## src/rtl/hc4e_pkg.sv

```systemverilog
// hc4e_pkg: shared opcodes, run-state encoding and default widths for the HC4e run controller.
package hc4e_pkg;
  localparam int HC4E_PC_W = 8;
  localparam logic [2:0] CMD_SET_ADDR = 3'd0;
  localparam logic [2:0] CMD_LOAD = 3'd1;
  localparam logic [2:0] CMD_RUN = 3'd2;
  localparam logic [2:0] CMD_HALT = 3'd3;
  localparam logic [2:0] CMD_STEP = 3'd4;
  localparam logic [2:0] CMD_SET_BP = 3'd5;
  localparam logic [2:0] CMD_CLR_BP = 3'd6;
  localparam logic [2:0] CMD_SOFT_RESET = 3'd7;
  typedef enum logic [1:0] {ST_RST, ST_HALT, ST_RUN, ST_STEP} state_t;
endpackage

```

## src/rtl/hc4e_run_ctrl_if.sv

```systemverilog
// hc4e_run_ctrl_if: host command port, core control and ROM write signals of the run controller.
interface hc4e_run_ctrl_if #(
  parameter int PC_W = 8,
  parameter int BP_IDX_W = 1
);
  logic cmd_valid;
  logic cmd_ready;
  logic [2:0] cmd_op;
  logic [PC_W-1:0] cmd_arg;
  logic [BP_IDX_W-1:0] cmd_idx;
  logic [PC_W-1:0] pc_in;
  logic cpu_en;
  logic cpu_rst_n;
  logic rom_we;
  logic [PC_W-1:0] rom_addr;
  logic [7:0] rom_wdata;
  logic halted;
  logic bp_hit;
  logic [BP_IDX_W-1:0] bp_id;
  modport master (
    output cmd_valid, cmd_op, cmd_arg, cmd_idx, pc_in,
    input cmd_ready, cpu_en, cpu_rst_n, rom_we, rom_addr, rom_wdata, halted, bp_hit, bp_id
  );
  modport slave (
    input cmd_valid, cmd_op, cmd_arg, cmd_idx, pc_in,
    output cmd_ready, cpu_en, cpu_rst_n, rom_we, rom_addr, rom_wdata, halted, bp_hit, bp_id
  );
endinterface

```

## src/rtl/hc4e_bp_match.sv

```systemverilog
// hc4e_bp_match: PC breakpoint registers with a lowest-index-wins match encoder.
module hc4e_bp_match
  import hc4e_pkg::*;
#(
  parameter int PC_W = HC4E_PC_W,
  parameter int NUM_BP = 2,
  parameter int BP_IDX_W = 1
) (
  input  logic                clk,
  input  logic                nReset,
  input  logic                set_i,
  input  logic                clr_i,
  input  logic [BP_IDX_W-1:0] idx_i,
  input  logic [PC_W-1:0]     addr_i,
  input  logic [PC_W-1:0]     pc_i,
  output logic                match_o,
  output logic [BP_IDX_W-1:0] idx_o
);
  logic [PC_W-1:0] addr_q [NUM_BP];
  logic [NUM_BP-1:0] en_q;
  always_ff @(posedge clk or negedge nReset)
    if (!nReset) begin
      en_q <= '0;
      for (int i = 0; i < NUM_BP; i++) addr_q[i] <= '0;
    end else begin
      for (int i = 0; i < NUM_BP; i++)
        if (idx_i == BP_IDX_W'(i)) begin
          if (set_i) begin
            addr_q[i] <= addr_i;
            en_q[i] <= 1'b1;
          end
          if (clr_i) en_q[i] <= 1'b0;
        end
    end
  // Scan from the top so the lowest matching index is the one left standing.
  always_comb begin
    match_o = 1'b0;
    idx_o = '0;
    for (int i = NUM_BP - 1; i >= 0; i--)
      if (en_q[i] && addr_q[i] == pc_i) begin
        match_o = 1'b1;
        idx_o = BP_IDX_W'(i);
      end
  end
endmodule

```

## src/rtl/hc4e_run_ctrl.sv

```systemverilog
// hc4e_run_ctrl: gates HC4e execution (run/halt/step/soft reset), matches breakpoints, loads ROM while halted.
module hc4e_run_ctrl
  import hc4e_pkg::*;
#(
  parameter int PC_W = HC4E_PC_W,
  parameter int NUM_BP = 2,
  parameter int BP_IDX_W = 1,
  parameter int RST_CYC = 2
) (
  input logic clk,
  input logic nReset,
  hc4e_run_ctrl_if.slave bus
);
  localparam int CW = $clog2(RST_CYC + 1);
  state_t state_q;
  logic [CW-1:0] rcnt_q;
  logic [PC_W-1:0] step_cnt_q, load_ptr_q, rom_addr_q;
  logic [7:0] rom_wdata_q;
  logic skip_bp_q, rom_we_q, bp_hit_q, cpu_rst_n_q;
  logic [BP_IDX_W-1:0] bp_id_q, match_idx;
  logic [2:0] op;
  logic bp_match, xfer, bp_stop, in_halt, busy;
  assign op = bus.cmd_op;
  assign in_halt = state_q == ST_HALT;
  assign busy = state_q == ST_RUN || state_q == ST_STEP;
  assign bus.cmd_ready = in_halt || (busy && (op == CMD_HALT || op == CMD_SOFT_RESET));
  assign xfer = bus.cmd_valid && bus.cmd_ready;
  assign bp_stop = state_q == ST_RUN && bp_match && !skip_bp_q;
  assign bus.cpu_en = state_q == ST_STEP || (state_q == ST_RUN && !bp_stop);
  assign bus.cpu_rst_n = cpu_rst_n_q;
  assign bus.halted = in_halt;
  assign bus.rom_we = rom_we_q;
  assign bus.rom_addr = rom_addr_q;
  assign bus.rom_wdata = rom_wdata_q;
  assign bus.bp_hit = bp_hit_q;
  assign bus.bp_id = bp_id_q;
  hc4e_bp_match #(
    .PC_W(PC_W),
    .NUM_BP(NUM_BP),
    .BP_IDX_W(BP_IDX_W)
  ) u_bp (
    .clk(clk),
    .nReset(nReset),
    .set_i(xfer && in_halt && op == CMD_SET_BP),
    .clr_i(xfer && in_halt && op == CMD_CLR_BP),
    .idx_i(bus.cmd_idx),
    .addr_i(bus.cmd_arg),
    .pc_i(bus.pc_in),
    .match_o(bp_match),
    .idx_o(match_idx)
  );
  always_ff @(posedge clk or negedge nReset)
    if (!nReset) begin
      state_q <= ST_RST;
      rcnt_q <= CW'(RST_CYC);
      cpu_rst_n_q <= 1'b0;
      step_cnt_q <= '0;
      skip_bp_q <= 1'b0;
      load_ptr_q <= '0;
      rom_we_q <= 1'b0;
      rom_addr_q <= '0;
      rom_wdata_q <= '0;
      bp_hit_q <= 1'b0;
      bp_id_q <= '0;
    end else begin
      rom_we_q <= 1'b0;
      bp_hit_q <= 1'b0;
      case (state_q)
        ST_RST: begin
          rcnt_q <= rcnt_q - CW'(1);
          if (rcnt_q == CW'(1)) begin
            state_q <= ST_HALT;
            cpu_rst_n_q <= 1'b1;
          end
        end
        ST_HALT: if (xfer) begin
          if (op == CMD_SET_ADDR) load_ptr_q <= bus.cmd_arg;
          if (op == CMD_LOAD) begin
            rom_we_q <= 1'b1;
            rom_addr_q <= load_ptr_q;
            rom_wdata_q <= bus.cmd_arg[7:0];
            load_ptr_q <= load_ptr_q + PC_W'(1);
          end
          if (op == CMD_RUN) begin
            state_q <= ST_RUN;
            skip_bp_q <= 1'b1;
          end
          if (op == CMD_STEP && bus.cmd_arg != '0) begin
            state_q <= ST_STEP;
            step_cnt_q <= bus.cmd_arg;
          end
        end
        ST_RUN: begin
          skip_bp_q <= 1'b0;
          if (bp_stop) begin
            state_q <= ST_HALT;
            bp_hit_q <= 1'b1;
            bp_id_q <= match_idx;
          end else if (xfer && op == CMD_HALT) state_q <= ST_HALT;
        end
        ST_STEP: begin
          step_cnt_q <= step_cnt_q - PC_W'(1);
          if (step_cnt_q == PC_W'(1) || (xfer && op == CMD_HALT)) state_q <= ST_HALT;
        end
      endcase
      // Soft reset overrides everything above, including a coincident breakpoint stop.
      if (xfer && op == CMD_SOFT_RESET) begin
        state_q <= ST_RST;
        rcnt_q <= CW'(RST_CYC);
        cpu_rst_n_q <= 1'b0;
        load_ptr_q <= '0;
        skip_bp_q <= 1'b0;
        bp_hit_q <= 1'b0;
      end
    end
endmodule

```

## src/flat_wrapper.sv

```systemverilog
// flat-port wrapper written by rule: the top's interface ports become plain ports
module hc4e_run_ctrl_flat import hc4e_pkg::*;
#(
  parameter int PC_W = HC4E_PC_W,
  parameter int NUM_BP = 2,
  parameter int BP_IDX_W = 1,
  parameter int RST_CYC = 2
)
  (clk, nReset, bus_cmd_valid, bus_cmd_op, bus_cmd_arg, bus_cmd_idx, bus_pc_in, bus_cmd_ready, bus_cpu_en, bus_cpu_rst_n, bus_rom_we, bus_rom_addr, bus_rom_wdata, bus_halted, bus_bp_hit, bus_bp_id);
  hc4e_run_ctrl_if #(.PC_W(PC_W), .BP_IDX_W(BP_IDX_W)) bus_i ();
  input logic clk;
  input logic nReset;
  input wire logic [$bits(bus_i.cmd_valid)-1:0] bus_cmd_valid;
  input wire logic [$bits(bus_i.cmd_op)-1:0] bus_cmd_op;
  input wire logic [$bits(bus_i.cmd_arg)-1:0] bus_cmd_arg;
  input wire logic [$bits(bus_i.cmd_idx)-1:0] bus_cmd_idx;
  input wire logic [$bits(bus_i.pc_in)-1:0] bus_pc_in;
  output wire logic [$bits(bus_i.cmd_ready)-1:0] bus_cmd_ready;
  output wire logic [$bits(bus_i.cpu_en)-1:0] bus_cpu_en;
  output wire logic [$bits(bus_i.cpu_rst_n)-1:0] bus_cpu_rst_n;
  output wire logic [$bits(bus_i.rom_we)-1:0] bus_rom_we;
  output wire logic [$bits(bus_i.rom_addr)-1:0] bus_rom_addr;
  output wire logic [$bits(bus_i.rom_wdata)-1:0] bus_rom_wdata;
  output wire logic [$bits(bus_i.halted)-1:0] bus_halted;
  output wire logic [$bits(bus_i.bp_hit)-1:0] bus_bp_hit;
  output wire logic [$bits(bus_i.bp_id)-1:0] bus_bp_id;
  assign bus_i.cmd_valid = bus_cmd_valid;
  assign bus_i.cmd_op = bus_cmd_op;
  assign bus_i.cmd_arg = bus_cmd_arg;
  assign bus_i.cmd_idx = bus_cmd_idx;
  assign bus_i.pc_in = bus_pc_in;
  assign bus_cmd_ready = bus_i.cmd_ready;
  assign bus_cpu_en = bus_i.cpu_en;
  assign bus_cpu_rst_n = bus_i.cpu_rst_n;
  assign bus_rom_we = bus_i.rom_we;
  assign bus_rom_addr = bus_i.rom_addr;
  assign bus_rom_wdata = bus_i.rom_wdata;
  assign bus_halted = bus_i.halted;
  assign bus_bp_hit = bus_i.bp_hit;
  assign bus_bp_id = bus_i.bp_id;
  hc4e_run_ctrl #(.PC_W(PC_W), .NUM_BP(NUM_BP), .BP_IDX_W(BP_IDX_W), .RST_CYC(RST_CYC)) u_core (.clk(clk), .nReset(nReset), .bus(bus_i));
endmodule
```

## config.mk

```make
export PLATFORM = sky130hd
export DESIGN_NAME = hc4e_run_ctrl_flat
export DESIGN_NICKNAME = d
export VERILOG_FILES = /design/src/rtl/hc4e_pkg.sv /design/src/rtl/hc4e_run_ctrl_if.sv /design/src/rtl/hc4e_bp_match.sv /design/src/rtl/hc4e_run_ctrl.sv /design/src/flat_wrapper.sv
export SDC_FILE = /design/constraint.sdc
export NUM_CORES = 1
export LEC_CHECK = 0
export CORE_MARGIN = 5
export CORE_UTILIZATION = 54
export DETAILED_ROUTE_END_ITERATION = 10
export PLACE_DENSITY_LB_ADDON = 0.2
export SYNTH_ARGS = -nofsm -noshare
export SYNTH_HDL_FRONTEND = slang
export SYNTH_HIERARCHICAL = 1
export SYNTH_SLANG_ARGS = --single-unit
```

## constraint.sdc

```tcl
create_clock -name clk -period 2.7 [get_ports clk]
set_input_delay 0.54 -clock clk [delete_from_list [all_inputs] [get_ports clk]]
set_output_delay 0.54 -clock clk [all_outputs]
set_load 0.02 [all_outputs]
```

==> results.cfg <==
[floorplan]
fp-row-count = 27
start_util_pct = 55.71
core_region_area_um2 = 5540
die_y_um = 85.61
dieArea_um2 = 7328
io-pin-count = 46
die_width_um = 85.61

[finish]
num_antenna_cells = 0
fin_nets = 410
postLayoutCoreUtil_pct = 74.55
seq_area_um2 = 1478
fillers = 414
area_growth_pct = 33.81
finalInstanceArea_um2 = 4130
drive_above_1_share_pct = 25.52
multiInputGateArea_um2 = 1570

[cts]
cts_root_buf = clkbuf_8
htree_levels = 3
clk_pin_slew_ns = 0.07
cts_hold_buf = 0
clk-insertion-delay-late_ns = 0.34
cts_tree = yes
clockBufferDepth = 2
numCtsBuffers = 9
clock_sinks = 59

[setup_path]
end_kind = output port
critPathLaunchType = primary input
required_ns = 2.16
r2r_slack_ns = 0.17
worstRegToRegCells = 15
reg2reg_from = u_core/u_bp/addr_q[1]$_DFFE_PN0P_
arrival_ns = 2.07
critical_path_peak_fanout = 7
criticalPathCategory = primary input to output port
r2r_end = u_core/bus.bp_id$_DFFE_PN0P_

[flow_run]
cap_violations = 0

[route]
ant_nets = 0
drtIter0Drc = 271
drc = 0
vias_per_cell = 5.704
detail_route.wl_per_cell_um = 17.35
drt_wl_total_um = 7911
first_pass_iters = 4
vias = 2601

[power_and_ir_drop]
finalPower_w = 0.004200
p_int_w = 0.002724
ir_drop_v = 0.0006376
switching_power_w = 0.001476
p_clk_share_pct = 23.5
pwr-share-seq_pct = 37.1
switching_share_pct = 35.14
p_leak_nw = 1.935
pwr_density_cell_nw_per_um2 = 1017
p_comb_share_pct = 39.4

[synthesis]
synthArstFlopShare_pct = 100.0
syn-cell-area_um2 = 3087
synth_nets = 326
synthCells = 295
seq_area_frac_synth_pct = 47.87
synth_edf_count = 0
yosysWarnings = 6
synth_cell_types = 46
ys_ff_latch = 59
synth.avg_cell_area_um2 = 10.46
synth-main-ff-cell = dfrtp_1

[outcome]
status = complete, no violations

[placed_design]
dpl.hpwl_um = 5436
port-buffer-count = 45
dpl_cell_area_um2 = 3794
gp_congestion = 0.9024

[sta]
worst_hold_slack_ns = 0.1911
worst_slew_pin_slew_ns = 0.5950
slew_violations = 0
final-setup-viol-count = 0
relSlewSlack_pct = 59.31
fin_skew_ns = 0.01142
fmax_ghz = 0.3825
hold_viol_final = 0
finalCritPeriodShare_pct = 96.82
period_needed_ns = 2.614

[global_routing]
grt_pass1_wl_um = 13030
grt_max_degree = 38
grt-ovfl-total = 0
grt_antenna_before_repair = 0
gr-usage-all-layers_pct = 23.08
grt_pass1_vias = 2604

[hold_path]
hp-class = primary input to asynchronous set/reset pin
## per-layer routing
layer / vias up / wire (um) / track usage [%] / part of all wire (%)
li1: 1222 / - / - / -
met1: 1265 / 3423 / 30.30 / 43
met2: 96 / 3725 / 36.58 / 47
met3: 18 / 550 / 4.803 / 7.0
met4: 0 / 211 / 10.94 / 2.7
met5: - / 0 / 0 / 0
## state kept, by name, indices dropped and copies added (netlist names)
register,count
u_core/u_bp/addr_q,16
u_core/bus.rom_addr,8
u_core/bus.rom_wdata,8
u_core/load_ptr_q,8
u_core/step_cnt_q,8
u_core/rcnt_q,2
u_core/state_q,2
u_core/u_bp/en_q,2
u_core/bus.bp_hit,1
u_core/bus.bp_id,1
u_core/bus.cpu_rst_n,1
u_core/bus.rom_we,1
u_core/skip_bp_q,1
## worst max-delay path, cell delays in order
cell,delay [ns]
clkdlybuf4s50_1,0.61
nand3_1,0.17
nand2_1,0.13
clkdlybuf4s50_1,0.62
## power by group through the flow
stage | combinational, W | clock [W] | sequential [W]
global route | 0.00182 | 0.00104 | 0.00161
detailed placement | 0.00160 | 0 | 0.00155
global placement | 0.00155 | 0 | 0.00154
CTS | 0.00162 | 0.000993 | 0.00155
floorplan | 0.000885 | 0 | 0.00161
finish | 0.00165 | 0.000989 | 0.00156
## placed cells by master, fill, tap and decap left out, types with 3 or more instances in the layout
cell             Yosys  layout
bufinv_16            0       3
a21boi_0             3       3
a21oi_1             20      20
and3_1               5       5
nor2_1              26      25
inv_1               12      12
clkbuf_8             0      10
a22oi_1              3       3
nor2b_1              5       5
xnor2_1             10      10
nand3b_1             3       3
nand4_1              3       3
ha_1                 8       8
xor2_1               7       6
mux2i_1              6       6
o21ai_0             18      17
buf_4                0      33
nand3_1              7       7
nor3_1               9       8
clkdlybuf4s50_1      0      36
dlygate4sd2_1        0       4
dfrtp_1             58      58
mux2_2              33      32
nand2_1             21      21
nand2b_1             3       3
## stage by stage
stage / worst slack (ns) / setup TNS [ns] / std cells
after floorplan: 0.3873 / 0 / 295
after global placement: -0.5667 / -1.487 / 431
after detailed placement: -0.6220 / -1.654 / 431
after CTS: 0.01071 / 0 / 457
after global routing: -0.006941 / -0.006941 / 456
final: 0.08579 / 0 / 456
## Yosys cell counts, drive strengths merged (2+ instances only)
cell | count | area [um2]
dfrtp | 58 | 1451
nor3 | 9 | 45.04
nand3 | 7 | 35.03
nand2 | 22 | 85.09
mux2i | 6 | 60.06
nor4 | 4 | 37.53
nand3b | 3 | 22.52
ha | 8 | 100.1
xor2 | 7 | 61.31
a21boi | 3 | 22.52
nor2b | 5 | 31.28
buf | 5 | 25.02
a22oi | 3 | 22.52
xnor2 | 10 | 87.58
mux2 | 33 | 371.6
nand4b | 2 | 17.52
nor2 | 27 | 103.9
a21oi | 20 | 100.1
and3 | 5 | 31.28
inv | 12 | 45.04
nand4 | 3 | 18.77
nand2b | 3 | 18.77
o21ai | 18 | 90.09
a311o | 2 | 20.02
o31ai | 2 | 15.01
## worst max path at each step
stage	endpoint	cells after the start	start	slack (ns)
6_report	bus_cmd_ready	4	bus_cmd_op[0]	0.09
5_1_grt	bus_cpu_en	9	u_core/u_bp/addr_q[1]$_DFFE_PN0P_	-0.007
4_1_cts	u_core/bus.bp_id$_DFFE_PN0P_	17	bus_pc_in[4]	0.01
3_5_place_dp	bus_cpu_en	10	bus_pc_in[6]	-0.62
3_3_place_gp	bus_cpu_en	10	bus_pc_in[6]	-0.57
2_1_floorplan	u_core/state_q[1]$_DFFE_PN0P_	10	bus_pc_in[6]	0.39
## cell type report
type,instances,area share [%]
inverters,13,1.181
multi-input cells,217,38.02
flip-flops and latches,59,35.78
repair buffers,79,16.99
well taps,72,2.181
clock buffers,11,3.423
clock inverters,5,2.424
## kinds of logic (layout without fill, tap and decap cells)
family	Yosys count	after routing	share of synthesized area [%]
AO/OA/AOI/OAI	59	59	11.92
XOR/XNOR	17	17	4.824
adder cells (fa/ha/maj)	8	8	3.243
buffers and inverters	19	108	2.513
flip-flops	59	59	47.87
multiplexers	39	39	13.98
AND/OR/NAND/NOR	94	94	15.65
## timing repair
action / 4_1_cts / 5_1_grt
buffers inserted: 10 / 0
hold endpoints to repair: 0 / 0
setup endpoints to repair: 3 / 4
pin swaps: 5 / 8
resized for setup: 12 / 13
Note: power is estimated with default switching activity, not from simulation.
